<file path="src/rtl/picorv32_bus_pkg.sv">
// Shared types and constants for the two-master PicoRV32 native-bus arbiter.
package picorv32_bus_pkg;

    localparam int unsigned ADDR_W = 32;
    localparam int unsigned DATA_W = 32;
    localparam int unsigned STRB_W = 4;
    localparam int unsigned CNT_W  = 8;

    localparam logic [DATA_W-1:0] TIMEOUT_DATA_DEFAULT = 32'hDEAD_BEEF;

    typedef enum logic [1:0] {
        IDLE   = 2'd0,
        GRANT0 = 2'd1,
        GRANT1 = 2'd2
    } state_t;

    typedef struct packed {
        logic [ADDR_W-1:0] addr;
        logic [DATA_W-1:0] wdata;
        logic [STRB_W-1:0] wstrb;
    } bus_req_t;

endpackage

</file>
<file path="src/rtl/bus_timeout_ctr.sv">
// Saturating watchdog counter; flags the last allowed cycle of a stalled grant.
module bus_timeout_ctr
    import picorv32_bus_pkg::*;
#(
    parameter int unsigned TIMEOUT = 16
) (
    input  logic clk,
    input  logic rst_n,
    input  logic clear,
    input  logic en,
    output logic hit_c
);

    localparam logic [CNT_W-1:0] HIT_VAL = (TIMEOUT == 0) ? '0 : CNT_W'(TIMEOUT - 1);
    localparam logic [CNT_W-1:0] CNT_MAX = '1;

    logic [CNT_W-1:0] count;

    always_ff @(posedge clk or negedge rst_n) begin
        if (!rst_n) begin
            count <= '0;
        end else if (clear) begin
            count <= '0;
        end else if (en && (count != CNT_MAX)) begin
            count <= count + CNT_W'(1);
        end
    end

    // en already excludes s_ready, so a coincident slave completion wins
    assign hit_c = (TIMEOUT != 0) && (count == HIT_VAL) && en;

endmodule

</file>
<file path="src/rtl/picorv32_bus_arbiter.sv">
// Round-robin arbiter: two PicoRV32 native-bus masters onto one slave port, with watchdog.
module picorv32_bus_arbiter
    import picorv32_bus_pkg::*;
#(
    parameter int unsigned       TIMEOUT      = 16,
    parameter logic [DATA_W-1:0] TIMEOUT_DATA = TIMEOUT_DATA_DEFAULT
) (
    input  logic              clk,
    input  logic              resetn,
    input  logic              m0_valid,
    input  logic [ADDR_W-1:0] m0_addr,
    input  logic [DATA_W-1:0] m0_wdata,
    input  logic [STRB_W-1:0] m0_wstrb,
    output logic [DATA_W-1:0] m0_rdata,
    output logic              m0_ready,
    input  logic              m1_valid,
    input  logic [ADDR_W-1:0] m1_addr,
    input  logic [DATA_W-1:0] m1_wdata,
    input  logic [STRB_W-1:0] m1_wstrb,
    output logic [DATA_W-1:0] m1_rdata,
    output logic              m1_ready,
    output logic              s_valid,
    output logic [ADDR_W-1:0] s_addr,
    output logic [DATA_W-1:0] s_wdata,
    output logic [STRB_W-1:0] s_wstrb,
    input  logic [DATA_W-1:0] s_rdata,
    input  logic              s_ready
);

    state_t   state, next_state;
    logic     last_grant, next_last_grant;
    logic     timeout_hit;
    logic     done;
    bus_req_t m0_req, m1_req, s_req;

    assign m0_req = '{addr: m0_addr, wdata: m0_wdata, wstrb: m0_wstrb};
    assign m1_req = '{addr: m1_addr, wdata: m1_wdata, wstrb: m1_wstrb};

    bus_timeout_ctr #(
        .TIMEOUT (TIMEOUT)
    ) u_timeout_ctr (
        .clk   (clk),
        .rst_n (resetn),
        .clear (state == IDLE),
        .en    ((state != IDLE) && !s_ready),
        .hit_c (timeout_hit)
    );

    assign done = s_ready || timeout_hit;

    always_ff @(posedge clk or negedge resetn) begin
        if (!resetn) begin
            state      <= IDLE;
            last_grant <= 1'b1;
        end else begin
            state      <= next_state;
            last_grant <= next_last_grant;
        end
    end

    // Grant selection and slave/master muxing; everything is idle-zero by default
    always_comb begin
        next_state      = state;
        next_last_grant = last_grant;
        s_valid         = 1'b0;
        s_req           = '0;
        m0_ready        = 1'b0;
        m1_ready        = 1'b0;
        m0_rdata        = '0;
        m1_rdata        = '0;

        case (state)
            IDLE: begin
                if (m0_valid && (!m1_valid || last_grant)) begin
                    next_state      = GRANT0;
                    next_last_grant = 1'b0;
                end else if (m1_valid) begin
                    next_state      = GRANT1;
                    next_last_grant = 1'b1;
                end
            end
            GRANT0: begin
                s_valid  = 1'b1;
                s_req    = m0_req;
                m0_ready = done;
                m0_rdata = timeout_hit ? TIMEOUT_DATA : s_rdata;
                if (done) next_state = IDLE;
            end
            GRANT1: begin
                s_valid  = 1'b1;
                s_req    = m1_req;
                m1_ready = done;
                m1_rdata = timeout_hit ? TIMEOUT_DATA : s_rdata;
                if (done) next_state = IDLE;
            end
            default: next_state = IDLE;
        endcase
    end

    assign s_addr  = s_req.addr;
    assign s_wdata = s_req.wdata;
    assign s_wstrb = s_req.wstrb;

endmodule

</file>
<file path="config.mk">
export PLATFORM = sky130hd
export DESIGN_NAME = picorv32_bus_arbiter
export DESIGN_NICKNAME = d
export VERILOG_FILES = /design/src/rtl/picorv32_bus_pkg.sv /design/src/rtl/bus_timeout_ctr.sv /design/src/rtl/picorv32_bus_arbiter.sv
export SDC_FILE = /design/constraint.sdc
export NUM_CORES = 1
export LEC_CHECK = 0
export CORE_AREA = 2 2 118 120
export DETAILED_ROUTE_END_ITERATION = 8
export DIE_AREA = 0 0 120 122
export SKIP_CTS_REPAIR_TIMING = 1
export SLEW_MARGIN = 40
export SYNTH_ARGS = -nofsm -noshare
export SYNTH_HDL_FRONTEND = slang
export SYNTH_SLANG_ARGS = --single-unit
export TNS_END_PERCENT = 5
</file>
<file path="constraint.sdc">
create_clock -name clk -period 2.85 [get_ports clk]
set_input_delay 0.57 -clock clk [delete_from_list [all_inputs] [get_ports clk]]
set_output_delay 0.57 -clock clk [all_outputs]
set_load 0.02 [all_outputs]
</file>
==> summary.txt <==
Pwr
  • Pint: 2.250 mW
  • Sequential share of power: 5.3%
  • Leak pwr: 3.885 nW
  • Gate power share: 88.7%
  • Psw: 2.021 mW
  • Clock power frac: 6.0%
  • P per Cell Area: 710.1 nW/um^2
  • Worst vdd ir: 0.7267 mV
  • Sw frac: 47.32%
  • Power Total: 4.271 mW

STA
  • Slew HR: 65.42%
  • Min cycle time layout: 2.738 ns
  • Fmax: 365.2 MHz
  • Clock Skews: 0.0007732 ns
  • Final WS setup: 0.1119 ns
  • Setup tns final: 0 ns
  • Fin. max-slew vios: 0
  • Hold Fails Final Rpt: 0
  • Setup Viol. Count Final: 0
  • Slew @ Worst Pin: 0.5171 ns
  • Tcrit/Tclk final: 96.08%

Synthesis
  • Ys Warns: 0
  • Gate Count Post-Synth: 309
  • Yosys cell types: 35
  • Post-synthesis mux area share: 1.912%
  • Post-Synth Simple-Gate Area: 31.79%
  • Seq/Total Area, Yosys: 12.07%
  • Yosys reg bits: 11
  • Mapped Area: 2291 sq um
  • Largest family of logic cells by synthesized area: compound AO/OA/AOI/OAI gates
  • Post-synthesis adder-cell area fraction: 2.185%
  • Syn_area_per_cell: 7.414 sq um
  • Syn Nets: 486
  • Compound-Gate Fraction of Synth Area: 43.26%
  • Area share of xor/xnor cells in the synthesized design: 0%

Critical path
  • CP required: 2.28 ns
  • Critical Path Start Type: flip-flop
  • WP data arrival: 2.17 ns
  • CP Class: reg2out
  • CP Capture Type: output pin
  • Critical Path Fanout Max: 61

Place
  • GPL Wtd Cong: 0.8268
  • Placed cells: 772
  • Pre-CTS setup slack: -0.2531 ns
  • I/O Buffers: 307
  • HPWL reported at the end of detailed placement: 10740 um

GRT
  • Antenna violations before repair: 0
  • First-pass GRT wire length: 19090 um
  • GRT Total Usage: 16.28%
  • Vias in the first global route: 3389
  • Largest net degree at the start of global routing: 70
  • Overflow after GRT: 0

Clocking
  • CTS tree: yes
  • CTS H-tree lvls: 1
  • Clock sinks: 11
  • Clk root buf: clkbuf_16
  • Clock latency on the worst-skew pair: 0.24 ns
  • CTS buffer count: 3
  • Clock Path Buffers: 2
  • Reg clk slew, reported paths: 0.04 ns

Final layout
  • Area of the multi-input gates: 1843 sq um
  • Nets@finish: 775
  • FILL cells: 1289
  • Proportion of layout cells with a drive suffix above 1: 5.025%
  • FF+latch area: 276.5 sq um
  • Area grow syn2layout: 162.5%
  • Diodes inserted: 0
  • Fin cells: 777

Floorplanning
  • Area of the core: 13500 sq um
  • Die area: 14640 sq um
  • Initial Utilization: 16.96%
  • Die Wd: 120 um
  • Die Ht: 122 um
  • FP Rows: 43
  • Ports: 308

Status
  • Status: completed

Routing
  • Vias per cell: 4.528
  • Residual DRC count: 0
  • Number of routed nets with antenna violations: 0
  • DRC violation total after the first TritonRoute iteration: 175
  • Avg WL per Cell: 17.71 um
  • Routed WL: 13760 um
  • DRT Pass-1 Iters: 4
  • Via count: 3518

Worst hold path
  • Hold crit path type: reg2reg

Flow run
  • Total of max-cap violations: 0
[logic make-up after synthesis]
logic type	count (synthesis)
compound gates	133
simple gates	115
buf+inv	42
flops	11
mux	4
fa+ha+maj	4
[worst max-delay path, stage by stage, from the launching register on]
cell             delay, ns
dfrtp_1               0.40
inv_1                 0.09
buf_4                 0.13
ha_4                  0.16
buf_16                0.24
a22oi_1               0.14
nor2b_1               0.12
clkdlybuf4s50_1       0.62
[cell usage after synthesis (all sizes together)]
library cell | instances | area share, %
mux2 | 3 | 1.5
and4 | 1 | 0.38
a22oi | 68 | 22
ha | 4 | 2.2
nand3 | 4 | 0.87
o21a | 48 | 16
nor4 | 1 | 0.93
or4 | 1 | 0.33
nand3b | 1 | 0.33
and4bb | 1 | 0.55
nor2 | 3 | 0.49
inv | 4 | 0.66
clkbuf | 26 | 4.3
nand4 | 2 | 0.55
and4b | 2 | 0.87
nand2 | 4 | 0.66
o32ai | 1 | 0.38
a21boi | 3 | 0.98
a211oi | 1 | 0.33
and3 | 17 | 4.6
a21oi | 3 | 0.66
a41oi | 2 | 0.76
dfrtp | 10 | 11
nor3 | 2 | 0.44
nand2b | 3 | 0.82
o21bai | 2 | 0.66
o31ai | 2 | 0.66
nor2b | 73 | 20
dfstp | 1 | 1.1
a31oi | 3 | 0.82
mux2i | 1 | 0.44
buf | 12 | 3.9
[routing by layer]
| layer | track usage (%) | vias to the layer above | wire length (um) |
|---|---|---|---|
| li1 | - | 1729 | - |
| met5 | 0 | - | 0 |
| met2 | 30.18 | 144 | 7176 |
| met4 | 2.794 | 0 | 195 |
| met1 | 19.30 | 1630 | 5338 |
| met3 | 3.699 | 15 | 1050 |
[power groups by stage]
stage	Combinational, mW	Sequential [mW]	Clock (mW)
floorplan	2.13	0.216	0
global placement	3.85	0.226	0
detailed placement	3.88	0.229	0
CTS	3.89	0.227	0.265
global route	4.04	0.234	0.270
finish	3.79	0.226	0.258
[layout by cell type (no fill, tap or decap), types with 2 or more instances in the layout]
cell type	count
a21boi_0	3
nor2_1	3
buf_4	9
nor3_1	2
and4b_1	2
dlymetal6s2s_1	109
buf_12	7
a22oi_1	68
dfrtp_1	10
o31ai_1	2
ha_4	2
clkdlybuf4s50_1	195
o21a_1	48
o21bai_1	2
and3_1	16
nor2b_1	73
a31oi_1	3
ha_1	2
mux2_2	3
inv_1	4
nand2b_1	3
clkbuf_16	4
nand4_1	2
a41oi_1	2
a21oi_1	3
nand3_1	4
nand2_1	4
[flip-flops by register name, summed over array words and instances (netlist names)]
register             count
u_timeout_ctr.count      8
last_grant               1
state                    2
[final cells by class]
class / instances / area share [%]
tap: 180 / 3.745
timing repair buffer: 322 / 59.45
clock buffer: 4 / 1.311
sequential: 11 / 4.597
inverter: 4 / 0.2496
multi-input combinational: 256 / 30.64
[per-stage QoR]
step                      hold WS, ns  instance area, sq um  utilization, %
after floorplan                0.2744                  2291               -
after global placement         0.5188                  5625           41.66
after detailed placement       0.5314                  5625           41.66
after CTS                      0.5322                  5704           42.24
after global routing           0.5876                  6015           44.54
final                          0.5327                  6015           44.54
[path summary, 6_finish.rpt]
| check | startpoint | end | slack [ns] | depth (start not counted) |
|---|---|---|---|---|
| max reg2reg | u_timeout_ctr.count[0] | u_timeout_ctr.count[0] | 1.08 | 4 |
| max in group asynchronous | resetn | last_grant | 1.81 | 1 |
| min | last_grant | last_grant | 0.53 | 2 |
| min in group asynchronous | resetn | u_timeout_ctr.count[6] | 0.68 | 1 |
| max | state[0] | s_addr[25] | 0.11 | 7 |
| min reg2reg | last_grant | last_grant | 0.53 | 2 |
Power figures use the tool's default switching activity.
